--- config.mk ---
export PLATFORM = sky130hd
export DESIGN_NAME = fir_interp2
export DESIGN_NICKNAME = d
export VERILOG_FILES = /design/src/rtl/fir_pkg.sv /design/src/rtl/fir_mac.sv /design/src/rtl/fir_interp2.sv
export SDC_FILE = /design/constraint.sdc
export NUM_CORES = 1
export LEC_CHECK = 0
export CORE_UTILIZATION = 40
export DETAILED_ROUTE_END_ITERATION = 8
export PLACE_DENSITY = 0.6
export SKIP_CTS_REPAIR_TIMING = 1
export SLEW_MARGIN = 20
export SYNTH_ARGS = -nofsm -noshare
export SYNTH_HDL_FRONTEND = slang
export SYNTH_HIERARCHICAL = 1
export SYNTH_SLANG_ARGS = --single-unit
export TNS_END_PERCENT = 30
--- constraint.sdc ---
create_clock -name clk -period 7.5 [get_ports clk]
set_input_delay 1.5 -clock clk [delete_from_list [all_inputs] [get_ports clk]]
set_output_delay 1.5 -clock clk [all_outputs]
set_load 0.05 [all_outputs]
--- src/rtl/fir_pkg.sv ---
// fir_pkg -- shared definitions for the 2x polyphase interpolating FIR.
//
// Contents:
//   NTAPS, NPHASE, NHIST   filter geometry (16 taps, 2 phases, 8-deep history)
//   DATA_W, PROD_W, ACC_W  sample, product and accumulator widths
//   SHIFT                  output scaling shift (acc >>> SHIFT)
//   TAPS                   coefficient table h[0..15]
//   state_t                FSM state encoding (IDLE, MAC, OUT)
//   scale_sat()            accumulator -> Q1.15 output conversion
//
// Configuration macro: FIR_INTERP2_ROUND_EN
//   defined   : round half up (add 2^(SHIFT-1) before the shift)
//   undefined : truncate toward minus infinity
//   Saturation to the 16-bit signed range applies in both builds.

package fir_pkg;

    localparam int unsigned NTAPS  = 16;
    localparam int unsigned NPHASE = 2;
    localparam int unsigned NHIST  = NTAPS / NPHASE;
    localparam int unsigned DATA_W = 16;
    localparam int unsigned PROD_W = 2 * DATA_W;
    localparam int unsigned ACC_W  = 36;
    localparam int unsigned SHIFT  = 14;

    localparam logic signed [DATA_W-1:0] TAPS [NTAPS] = '{
        16'sd512,  16'sd1024, 16'sd2048, 16'sd4096,
        16'sd8192, 16'sd4096, 16'sd2048, 16'sd1024,
        16'sd512,  16'sd256,  16'sd128,  16'sd64,
        16'sd32,   16'sd16,   16'sd8,    16'sd4
    };

    localparam logic signed [ACC_W-1:0] SAT_MAX = ACC_W'(32767);
    localparam logic signed [ACC_W-1:0] SAT_MIN = ACC_W'(-32768);

`ifdef FIR_INTERP2_ROUND_EN
    localparam logic signed [ACC_W-1:0] ROUND_BIAS = ACC_W'(2 ** (SHIFT - 1));
`endif

    typedef enum logic [1:0] {
        IDLE = 2'd0,
        MAC  = 2'd1,
        OUT  = 2'd2
    } state_t;

    // Scale the accumulator back to Q1.15 and clamp to the 16-bit range.
    function automatic logic signed [DATA_W-1:0] scale_sat(
        input logic signed [ACC_W-1:0] acc
    );
        logic signed [ACC_W-1:0] biased;
        logic signed [ACC_W-1:0] shifted;
`ifdef FIR_INTERP2_ROUND_EN
        biased = acc + ROUND_BIAS;
`else
        biased = acc;
`endif
        shifted = biased >>> SHIFT;
        if (shifted > SAT_MAX) begin
            return {1'b0, {(DATA_W-1){1'b1}}};
        end else if (shifted < SAT_MIN) begin
            return {1'b1, {(DATA_W-1){1'b0}}};
        end else begin
            return shifted[DATA_W-1:0];
        end
    endfunction

endpackage

--- src/rtl/fir_mac.sv ---
// fir_mac -- single multiply-accumulate lane for fir_interp2.
//
// Ports:
//   clk     rising-edge clock
//   rst     synchronous active-high reset, clears the accumulator
//   clr     clear the accumulator (start of a new output sample)
//   en      add coef*sample to the accumulator this cycle
//   coef    signed coefficient (Q1.15 scale)
//   sample  signed input sample (Q1.15)
//   acc     signed ACC_W-bit accumulator, registered
//
// The product is kept at full 32-bit precision and sign-extended into
// the accumulator.

module fir_mac
    import fir_pkg::*;
(
    input  logic                     clk,
    input  logic                     rst,
    input  logic                     clr,
    input  logic                     en,
    input  logic signed [DATA_W-1:0] coef,
    input  logic signed [DATA_W-1:0] sample,
    output logic signed [ACC_W-1:0]  acc
);

    logic signed [PROD_W-1:0] prod;

    always_comb begin
        prod = coef * sample;
    end

    always_ff @(posedge clk) begin
        if (rst) begin
            acc <= '0;
        end else if (clr) begin
            acc <= '0;
        end else if (en) begin
            acc <= acc + ACC_W'(prod);
        end
    end

endmodule

--- src/rtl/fir_interp2.sv ---
// fir_interp2 -- 2x polyphase interpolating FIR, one MAC per cycle.
//
// Ports:
//   clk        rising-edge clock
//   rst        synchronous active-high reset
//   in_data    Q1.15 input sample
//   in_valid   in_data is valid
//   in_ready   block can accept a sample (high only when idle)
//   out_data   Q1.15 interpolated sample, registered
//   out_valid  out_data is valid, registered
//   out_ready  downstream accepts out_data
//
// Each accepted input produces two outputs: phase 0 uses the even taps,
// phase 1 the odd taps, both over the 8-entry input history.
//
// Configuration macro: FIR_INTERP2_ROUND_EN (see fir_pkg) selects
// round-half-up instead of truncation when scaling the accumulator.

module fir_interp2
    import fir_pkg::*;
(
    input  logic        clk,
    input  logic        rst,
    input  logic [15:0] in_data,
    input  logic        in_valid,
    output logic        in_ready,
    output logic [15:0] out_data,
    output logic        out_valid,
    input  logic        out_ready
);

    // One extra bit so k can reach NHIST, marking "all products summed".
    localparam int unsigned K_W   = $clog2(NHIST) + 1;
    localparam int unsigned IDX_W = $clog2(NTAPS);

    state_t                    state_q;
    state_t                    state_d;
    logic signed [DATA_W-1:0]  x_hist [NHIST];
    logic [K_W-1:0]            k_q;
    logic                      phase_q;
    logic                      in_hs;
    logic                      out_hs;
    logic                      k_done;
    logic                      mac_clr;
    logic                      mac_en;
    logic [IDX_W-1:0]          tap_idx;
    logic signed [DATA_W-1:0]  coef;
    logic signed [DATA_W-1:0]  sample;
    logic signed [ACC_W-1:0]   acc;

    always_comb begin
        in_ready = (state_q == IDLE);
    end

    always_comb begin
        in_hs  = in_valid && (state_q == IDLE);
        out_hs = out_valid && out_ready;
        k_done = (k_q == K_W'(NHIST));
    end

    // Tap h[2k + phase] pairs with history entry x[n-k].
    always_comb begin
        tap_idx = {k_q[K_W-2:0], phase_q};
        coef    = TAPS[tap_idx];
        sample  = x_hist[k_q[K_W-2:0]];
    end

    fir_mac u_mac (
        .clk    (clk),
        .rst    (rst),
        .clr    (mac_clr),
        .en     (mac_en),
        .coef   (coef),
        .sample (sample),
        .acc    (acc)
    );

    always_ff @(posedge clk) begin
        if (rst) begin
            state_q <= IDLE;
        end else begin
            state_q <= state_d;
        end
    end

    always_comb begin
        state_d = state_q;
        mac_clr = 1'b0;
        mac_en  = 1'b0;
        unique case (state_q)
            IDLE: begin
                if (in_hs) begin
                    state_d = MAC;
                    mac_clr = 1'b1;
                end
            end
            MAC: begin
                if (k_done) begin
                    state_d = OUT;
                end else begin
                    mac_en = 1'b1;
                end
            end
            OUT: begin
                if (out_hs) begin
                    if (!phase_q) begin
                        state_d = MAC;
                        mac_clr = 1'b1;
                    end else begin
                        state_d = IDLE;
                    end
                end
            end
            default: begin
                state_d = IDLE;
            end
        endcase
    end

    // The eighth product lands in acc on the eighth MAC edge; the following
    // MAC cycle (k == NHIST) registers the scaled result from the settled acc.
    always_ff @(posedge clk) begin
        if (rst) begin
            for (int unsigned i = 0; i < NHIST; i++) begin
                x_hist[i] <= '0;
            end
            k_q       <= '0;
            phase_q   <= 1'b0;
            out_data  <= '0;
            out_valid <= 1'b0;
        end else begin
            unique case (state_q)
                IDLE: begin
                    if (in_hs) begin
                        x_hist[0] <= $signed(in_data);
                        for (int unsigned i = 1; i < NHIST; i++) begin
                            x_hist[i] <= x_hist[i-1];
                        end
                        k_q     <= '0;
                        phase_q <= 1'b0;
                    end
                end
                MAC: begin
                    if (k_done) begin
                        out_data  <= scale_sat(acc);
                        out_valid <= 1'b1;
                    end else begin
                        k_q <= k_q + 1'b1;
                    end
                end
                OUT: begin
                    if (out_hs) begin
                        out_valid <= 1'b0;
                        k_q       <= '0;
                        phase_q   <= ~phase_q;
                    end
                end
                default: begin
                end
            endcase
        end
    end

endmodule

==> impl_metrics.py, run 1 <==
metrics = {
    "synth": {
        "synthFlopType": "edfxtp_1",
        "synth_area_leaders": "fa_1 (32%), edfxtp_1 (19%), and2_1 (6.9%)",
        "postSynthCellCount": 1836,
        "yosysTopAreaCellShare_pct": 31.8,
        "synthSimpleGateAreaFrac_pct": 15.0,
        "synth_warnings": 6,
        "post_synth.cell_area_avg_um2": 10.8,
        "synth_edf_count": 128,
        "synth_compound_area_share_pct": 4.30,
        "ys_async_sr_fraction_pct": 0,
        "syn_area_um2": 19800,
        "post_synth_xor_area_fraction_pct": 1.64,
        "ys_ff_latch": 191,
        "ys_types": 73,
        "muxShareOfSynthArea_pct": 5.98,
        "synth_area_leader_cell": "fa_1",
        "synth_top_family_by_area": "adder cells",
        "ys_seq_area_share_pct": 25.8,
        "synthAdderAreaFrac_pct": 38.7,
    },
    "detailed_routing": {
        "drt_pass1_iterations": 7,
        "drt_iter0_drc": 721,
        "wire_per_inst_um": 16.5,
        "drt-vias-per-instance": 4.93,
        "num_vias": 12600,
        "wl_mm": 42.1,
        "ant_nets": 0,
        "drc": 0,
    },
    "cells_and_area": {
        "area_delta_synth_final_pct": 9.71,
        "n_antenna_cell": 0,
        "drive_above_1_share_pct": 7.67,
        "num-fill-cells": 4690,
        "nets": 2320,
        "final_common_cell": "inv_1",
        "final_cell_mix": "inv_1 (357), fa_1 (314), and2_1 (218)",
    },
    "power": {
        "ir_worst_vdd_mv": 0.700,
        "cellLeakagePower_nw": 10.0,
        "powerDensity_nw_per_um2": 352,
    },
    "timing": {
        "rsz0062_at_grt": "no",
        "fmax_mhz": 139,
        "slew_violations": 0,
        "maxSlewHeadroom_pct": 29.9,
        "setup_viol": 0,
        "tightest_slew_ps": 1050,
        "hold_ws_ps": 470,
        "fin_crit_ps": 7170,
        "period_share_pct": 95.6,
        "hold_viol_final": 0,
        "setup_tns_ps": 0,
        "finalClockSkew_ps": 10.9,
    },
    "floorplan": {
        "initial_core_util_pct": 40.5,
        "die_area_um2": 50300,
        "rows": 81,
        "io_pins": 38,
        "core_um2": 48800,
        "die_w_um": 224,
        "die_h_um": 224,
    },
    "global_routing": {
        "grt_max_degree": 56,
        "grt_pass1_vias": 13900,
        "antenna_found_initial": 0,
        "grt_use_total_pct": 18.2,
        "overflow": 0,
        "grt_pass1_wl_mm": 71.4,
    },
    "worst_setup_path": {
        "arrival_ps": 7540,
        "critPathKind": "reg -> reg",
        "endpoint": "u_mac/acc[34]",
        "critPathLaunchType": "flop",
        "cp-end-kind": "flop",
        "path_common_cell": "fa_1",
        "worstPathRequired_ps": 7860,
        "regToRegEndpoint": "u_mac/acc[34]",
        "rr_worst_depth": 25,
        "rrSetupSlack_ps": 330,
        "crit_path_max_incr_delay_ps": 560,
        "path_max_fanout": 9,
        "slowest_stage": "fa_1",
    },
    "placement": {
        "port_buffers": 37,
        "globalplace.congestion": 0.878,
        "hpwl_mm": 32.2,
    },
    "clock_tree": {
        "cts_buffers": 17,
        "cts.path.max_buffers": 2,
        "cts_max_level": 4,
        "cts-root-buf": "clkbuf_16",
        "path_clk_slew_ps": 80,
        "clock_latency_ps": 480,
        "cts.sinks": 191,
        "cts_tree": "done",
    },
    "min_path": {
        "hp-class": "reg -> reg",
    },
    "run": {
        "max_cap_violations": 0,
    },
    "run_status": {
        "status": "completed",
    },
}
[worst min-delay path by stage]
stage	start	to	slack (ps)	cells past startpoint
final	out_data[2]	out_data[2]	470	1
after global routing	out_data[5]	out_data[5]	490	1
after CTS	out_data[5]	out_data[5]	480	1
after detailed placement	out_data[14]	out_data[14]	460	1
after global placement	out_data[13]	out_data[13]	450	1
after floorplan	u_mac/acc[23]	u_mac/acc[23]	450	2
[cell families after synthesis]
group | count (synthesis)
mux | 76
flops | 191
compound gates | 118
fa+ha+maj | 423
other cells | 1
simple gates | 561
xor+xnor | 37
buf+inv | 429
[layout make-up]
class,instances,area (um2),area share (%)
well taps,664,831,3.83
flip-flops and latches,191,5110,23.6
multi-input cells,1243,13100,60.5
clock buffers,17,425,1.96
clock inverters,15,198,0.911
inverters,357,1340,6.18
repair buffers,67,671,3.09
[sequential cells by signal (all words and copies together), names as in the netlist, named ones only]
signal	count
x_hist	128
u_mac/acc	36
out_data	16
k_q	4
state_q	2
out_valid	1
phase_q	1
[worst max-delay path: cells and delay by family (launching register included)]
family | cells | cell delay [ps]
adder cells (fa/ha/maj) | 7 | 3350
flip-flops | 1 | 400
buffers and inverters | 6 | 570
multiplexers | 2 | 800
XOR/XNOR | 1 | 170
AO/OA/AOI/OAI | 8 | 1590
AND/OR/NAND/NOR | 1 | 180
[where the power goes]
part           switching (mW)  internal (mW)
clock network           0.511          0.462
logic                    3.09           2.31
registers              0.0584           1.22
[metrics by stage]
stage	cells	power, mW	setup WS [ps]	area (um2)	utilization (%)
floorplan	1863	5.56	725	19900	-
global placement	2517	6.56	450	21000	42.9
detailed placement	2518	6.61	302	21000	42.9
CTS	2550	7.64	247	21600	44.2
global route	2554	8.51	25.5	21700	44.4
finish	2554	7.64	329	21700	44.4
[Yosys cell counts (all sizes together) (12+ instances only)]
master,count
o2bb2ai,15
nor2,95
mux2,17
dfxtp,63
xnor2,25
nor2b,38
clkbuf,50
edfxtp,128
ha,109
fa,314
buf,22
a21oi,33
mux4,32
inv,357
and2,220
mux2i,27
nand2,150
xor2,12
o21ai,24
[metal layers]
metal	routed length, um	vias up	global-route usage, %
li1	-	5782	-
met1	18400	6535	23.8
met2	21100	226	30.7
met3	1650	53	3.11
met4	971	0	5.77
met5	0	-	0
No activity file was read; power rests on OpenSTA's default activity.
==> inputs of run 2 (changes only) <==
Settings changed: MAX_ROUTING_LAYER set to met4.
==> impl_metrics.py, run 2 (synthesis results as in run 1) <==
metrics = {
    "run_status": {
        "status": "completed",
    },
    "global_routing": {
        "grt_use_total_pct": 18.7,
        "antenna_found_initial": 0,
        "overflow": 0,
        "grt_pass1_wl_mm": 71.6,
        "grt_pass1_vias": 14000,
        "grt_max_degree": 97,
    },
    "timing": {
        "setup_tns_ps": 0,
        "slew_violations": 0,
        "fin_crit_ps": 7190,
        "fmax_mhz": 139,
        "tightest_slew_ps": 1020,
        "period_share_pct": 95.9,
        "rsz0062_at_grt": "no",
        "setup_viol": 0,
        "timing.final.ws_setup_ps": 306,
        "hold_viol_final": 0,
        "finalClockSkew_ps": 16.8,
        "maxSlewHeadroom_pct": 31.6,
    },
    "worst_setup_path": {
        "path_max_fanout": 16,
        "cp-end-kind": "flop",
        "rrSetupSlack_ps": 310,
        "worstPathRequired_ps": 7870,
        "arrival_ps": 7560,
        "critPathLaunchType": "flop",
        "critPathKind": "reg -> reg",
    },
    "detailed_routing": {
        "ant_nets": 0,
        "wire_per_inst_um": 16.4,
        "drc": 0,
        "drt_iter0_drc": 734,
        "wl_mm": 41.8,
        "drt_pass1_iterations": 5,
        "drt-vias-per-instance": 4.93,
        "num_vias": 12600,
    },
    "floorplan": {
        "io_pins": 38,
        "core_um2": 48800,
        "initial_core_util_pct": 40.5,
        "die_w_um": 224,
        "die_h_um": 224,
        "rows": 81,
        "die_area_um2": 50300,
    },
    "clock_tree": {
        "cts_buffers": 17,
        "cts-root-buf": "clkbuf_16",
        "cts_tree": "done",
        "cts_max_level": 4,
        "clock_latency_ps": 490,
        "path_clk_slew_ps": 80,
        "cts.sinks": 191,
        "cts.path.max_buffers": 2,
    },
    "cells_and_area": {
        "drive_above_1_share_pct": 7.52,
        "largest_register_ffs": 128,
        "area_delta_synth_final_pct": 9.43,
        "final_common_cell": "inv_1",
        "final_cell_mix": "inv_1 (357), fa_1 (314), and2_1 (218)",
        "fin_cells": 2553,
        "top_register": "x_hist",
        "reg.largest.list": "x_hist (128), u_mac/acc (36), out_data (16)",
        "nets": 2319,
        "final_area_um2": 21600,
        "n_antenna_cell": 0,
        "num-fill-cells": 4659,
    },
    "placement": {
        "port_buffers": 37,
        "placed_area_um2": 21000,
        "pre_cts_ws_ps": 264,
        "globalplace.congestion": 0.876,
        "dp.cells": 2517,
        "hpwl_mm": 32.2,
    },
    "power": {
        "power.total_mw": 7.61,
        "powerDensity_nw_per_um2": 352,
        "ir_worst_vdd_mv": 0.788,
        "cellLeakagePower_nw": 10.0,
    },
    "min_path": {
        "hp-class": "reg -> reg",
    },
    "run": {
        "max_cap_violations": 0,
    },
}
==> run 2: path summary, 6_finish.rpt <==
check / start / endpoint / cells past startpoint
setup / recovery: flop / u_mac/acc[34] / 24
hold / removal: out_data[0] / out_data[0] / 1
setup reg to reg: flop / u_mac/acc[34] / 24
hold reg to reg: out_data[0] / out_data[0] / 1
==> run 2: report_power, final <==
group | switching (mW) | leakage [nW] | internal [mW]
Combinational | 3.09 | 7.84 | 2.31
Clock | 0.488 | 0.282 | 0.447
Sequential | 0.0592 | 1.90 | 1.22
==> run 2: final cells by class <==
cell class                 count  area [um2]  area share [%]
inverter                     357        1340            6.19
timing repair buffer          66         653            3.02
clock buffer                  18         429            1.98
multi-input combinational   1243       13100            60.6
tap                          664         831            3.84
clock inverter                14         158           0.729
sequential                   191        5110            23.6
==> run 2: per-stage QoR <==
stage | hold slack (ps) | utilization, %
floorplan | 454 | -
global placement | 453 | 42.9
detailed placement | 446 | 42.9
CTS | 470 | 44.1
global route | 491 | 44.3
finish | 466 | 44.3
==> run 2: critical path, stage by stage (launching register included) <==
cell and delay (ps):
dfxtp_4 450, buf_4 210, mux4_2 500, mux2_4 370, and2_1 210, fa_1 530
inv_1 50, fa_1 460, fa_1 530, inv_1 60, fa_1 440, fa_1 530
inv_1 50, fa_1 480, inv_1 40, ha_1 350, a21oi_2 210, o32ai_2 110
a41o_1 290, a211oi_2 260, a21oi_2 130, o41ai_4 420, o21ai_1 150, xnor2_1 170
o21ai_1 70
==> run 2: routing by layer <==
metal	vias up	global-route usage, %	share of wire, %
li1	5782	-	-
met4	0	6.08	2.3
met2	247	30.8	50
met3	50	2.66	3.7
met5	-	-	0
met1	6505	24.0	44
==> inputs of run 3 (changes only) <==
Settings changed: CAP_MARGIN set to 25, GPL_TIMING_DRIVEN set to 0.
==> impl_metrics.py, run 3 (synthesis results as in run 1) <==
metrics = {
    "cells_and_area": {
        "largest_register_ffs": 128,
        "top_register": "x_hist",
        "nets": 2368,
        "drive_above_1_share_pct": 9.80,
        "final_area_um2": 22000,
        "fin_cells": 2602,
        "final_common_cell": "inv_1",
        "final_cell_mix": "inv_1 (357), fa_1 (314), and2_1 (218)",
        "area_delta_synth_final_pct": 11.4,
        "reg.largest.list": "x_hist (128), u_mac/acc (36), out_data (16)",
        "n_antenna_cell": 0,
    },
    "timing": {
        "tightest_slew_ps": 911,
        "hold_viol_final": 0,
        "fin_crit_ps": 7290,
        "setup_viol": 0,
        "rsz0062_at_grt": "yes",
        "timing.final.ws_setup_ps": 208,
        "finalClockSkew_ps": 17.9,
        "slew_violations": 0,
        "period_share_pct": 97.2,
        "maxSlewHeadroom_pct": 39.3,
        "fmax_mhz": 137,
        "hold_ws_ps": 466,
    },
    "global_routing": {
        "antenna_found_initial": 0,
        "grt_max_degree": 46,
        "grt_use_total_pct": 20.7,
        "grt_pass1_wl_mm": 76.3,
        "overflow": 0,
        "grt_pass1_vias": 14100,
    },
    "power": {
        "cellLeakagePower_nw": 10.2,
        "powerDensity_nw_per_um2": 351,
        "power.total_mw": 7.72,
        "ir_worst_vdd_mv": 0.736,
    },
    "clock_tree": {
        "cts-root-buf": "clkbuf_16",
        "cts_buffers": 17,
        "cts.path.max_buffers": 2,
        "cts_tree": "done",
        "path_clk_slew_ps": 80,
        "cts_max_level": 4,
        "cts.sinks": 191,
        "clock_latency_ps": 500,
    },
    "worst_setup_path": {
        "arrival_ps": 7670,
        "cp-end-kind": "flop",
        "critPathTopFamily": "adder cells",
        "path_common_cell": "fa_1",
        "critPathKind": "reg -> reg",
        "worstPathRequired_ps": 7880,
        "crit_path_max_incr_delay_ps": 550,
        "path_max_fanout": 10,
        "crit_buf_inv": 6,
        "critPathLaunchType": "flop",
        "slowest_stage": "fa_1",
    },
    "detailed_routing": {
        "ant_nets": 0,
        "wl_mm": 46.8,
        "drt_iter0_drc": 809,
        "wire_per_inst_um": 18.0,
        "drt_pass1_iterations": 6,
        "num_vias": 12900,
        "drc": 0,
        "drt-vias-per-instance": 4.97,
    },
    "placement": {
        "port_buffers": 37,
        "dp.cells": 2568,
        "placed_area_um2": 21100,
        "hpwl_mm": 37.8,
        "pre_cts_ws_ps": -1070,
        "globalplace.congestion": 0.937,
    },
    "floorplan": {
        "io_pins": 38,
        "die_area_um2": 50300,
        "initial_core_util_pct": 40.5,
        "rows": 81,
        "die_h_um": 224,
        "core_um2": 48800,
        "die_w_um": 224,
    },
    "run_status": {
        "status": "completed",
    },
    "min_path": {
        "hp-class": "reg -> reg",
    },
    "run": {
        "max_cap_violations": 0,
    },
}
==> run 3: changes by cell type in the layout (fill, tap and decap cells not counted), sizes merged <==
cell / delta
inv: +5
clkdlybuf4s50: +1
clkinv: -3
clkbuf: +42
buf: +5
clkinvlp: -1
==> run 3: layout make-up <==
cell class              count  area (um2)
inverters                 357        1340
well taps                 664         831
plain buffers              69         417
flip-flops and latches    191        5100
multi-input cells        1243       13200
clock inverters            15         205
fillers                  4719       26800
repair buffers             46         468
clock buffers              17         425
==> run 3: worst reg2reg max path: stages, from the launching register on <==
cell and delay [ps]:
dfxtp_1 330, buf_6 150, buf_12 160, mux4_2 530, mux2_2 420, and2_1 240
fa_1 530, inv_1 60, fa_1 530, inv_1 60, fa_1 550, fa_1 460
fa_1 490, inv_1 50, fa_1 470, inv_1 40, ha_2 310, a21oi_4 190
o32ai_2 110, a41o_1 320, a211oi_2 260, a21oi_2 120, o41ai_4 410, o21ai_2 120
xnor2_1 180, o21ai_1 80
==> run 3: routing by layer <==
layer  track usage, %  vias up  routed length [um]
met5                -        -                   0
met4             6.71        0                1080
met3             4.51       51                2360
met2             32.6      284               22400
met1             26.6     6709               21000
li1                 -     5888                   -
==> run 3: worst paths after layout <==
path | startpoint | end | slack [ps] | cells past startpoint
setup / recovery | flop | u_mac/acc[32] | 210 | 25
hold / removal | out_data[3] | out_data[3] | 470 | 1
setup reg to reg | flop | u_mac/acc[32] | 210 | 25
hold reg to reg | out_data[3] | out_data[3] | 470 | 1
==> run 3: report_power, final <==
group	internal [mW]	total (mW)	switching, mW
Combinational	2.33	5.46	3.13
Clock	0.469	0.987	0.518
Sequential	1.22	1.27	0.0559
Total	4.02	7.72	3.70
==> run 3: stage by stage <==
step                setup TNS (ps)  utilization (%)
floorplan                        0                -
global placement            -65260             43.1
detailed placement          -10230             43.3
CTS                         -10780             44.6
global route                 -15.6             45.1
finish                           0             45.1
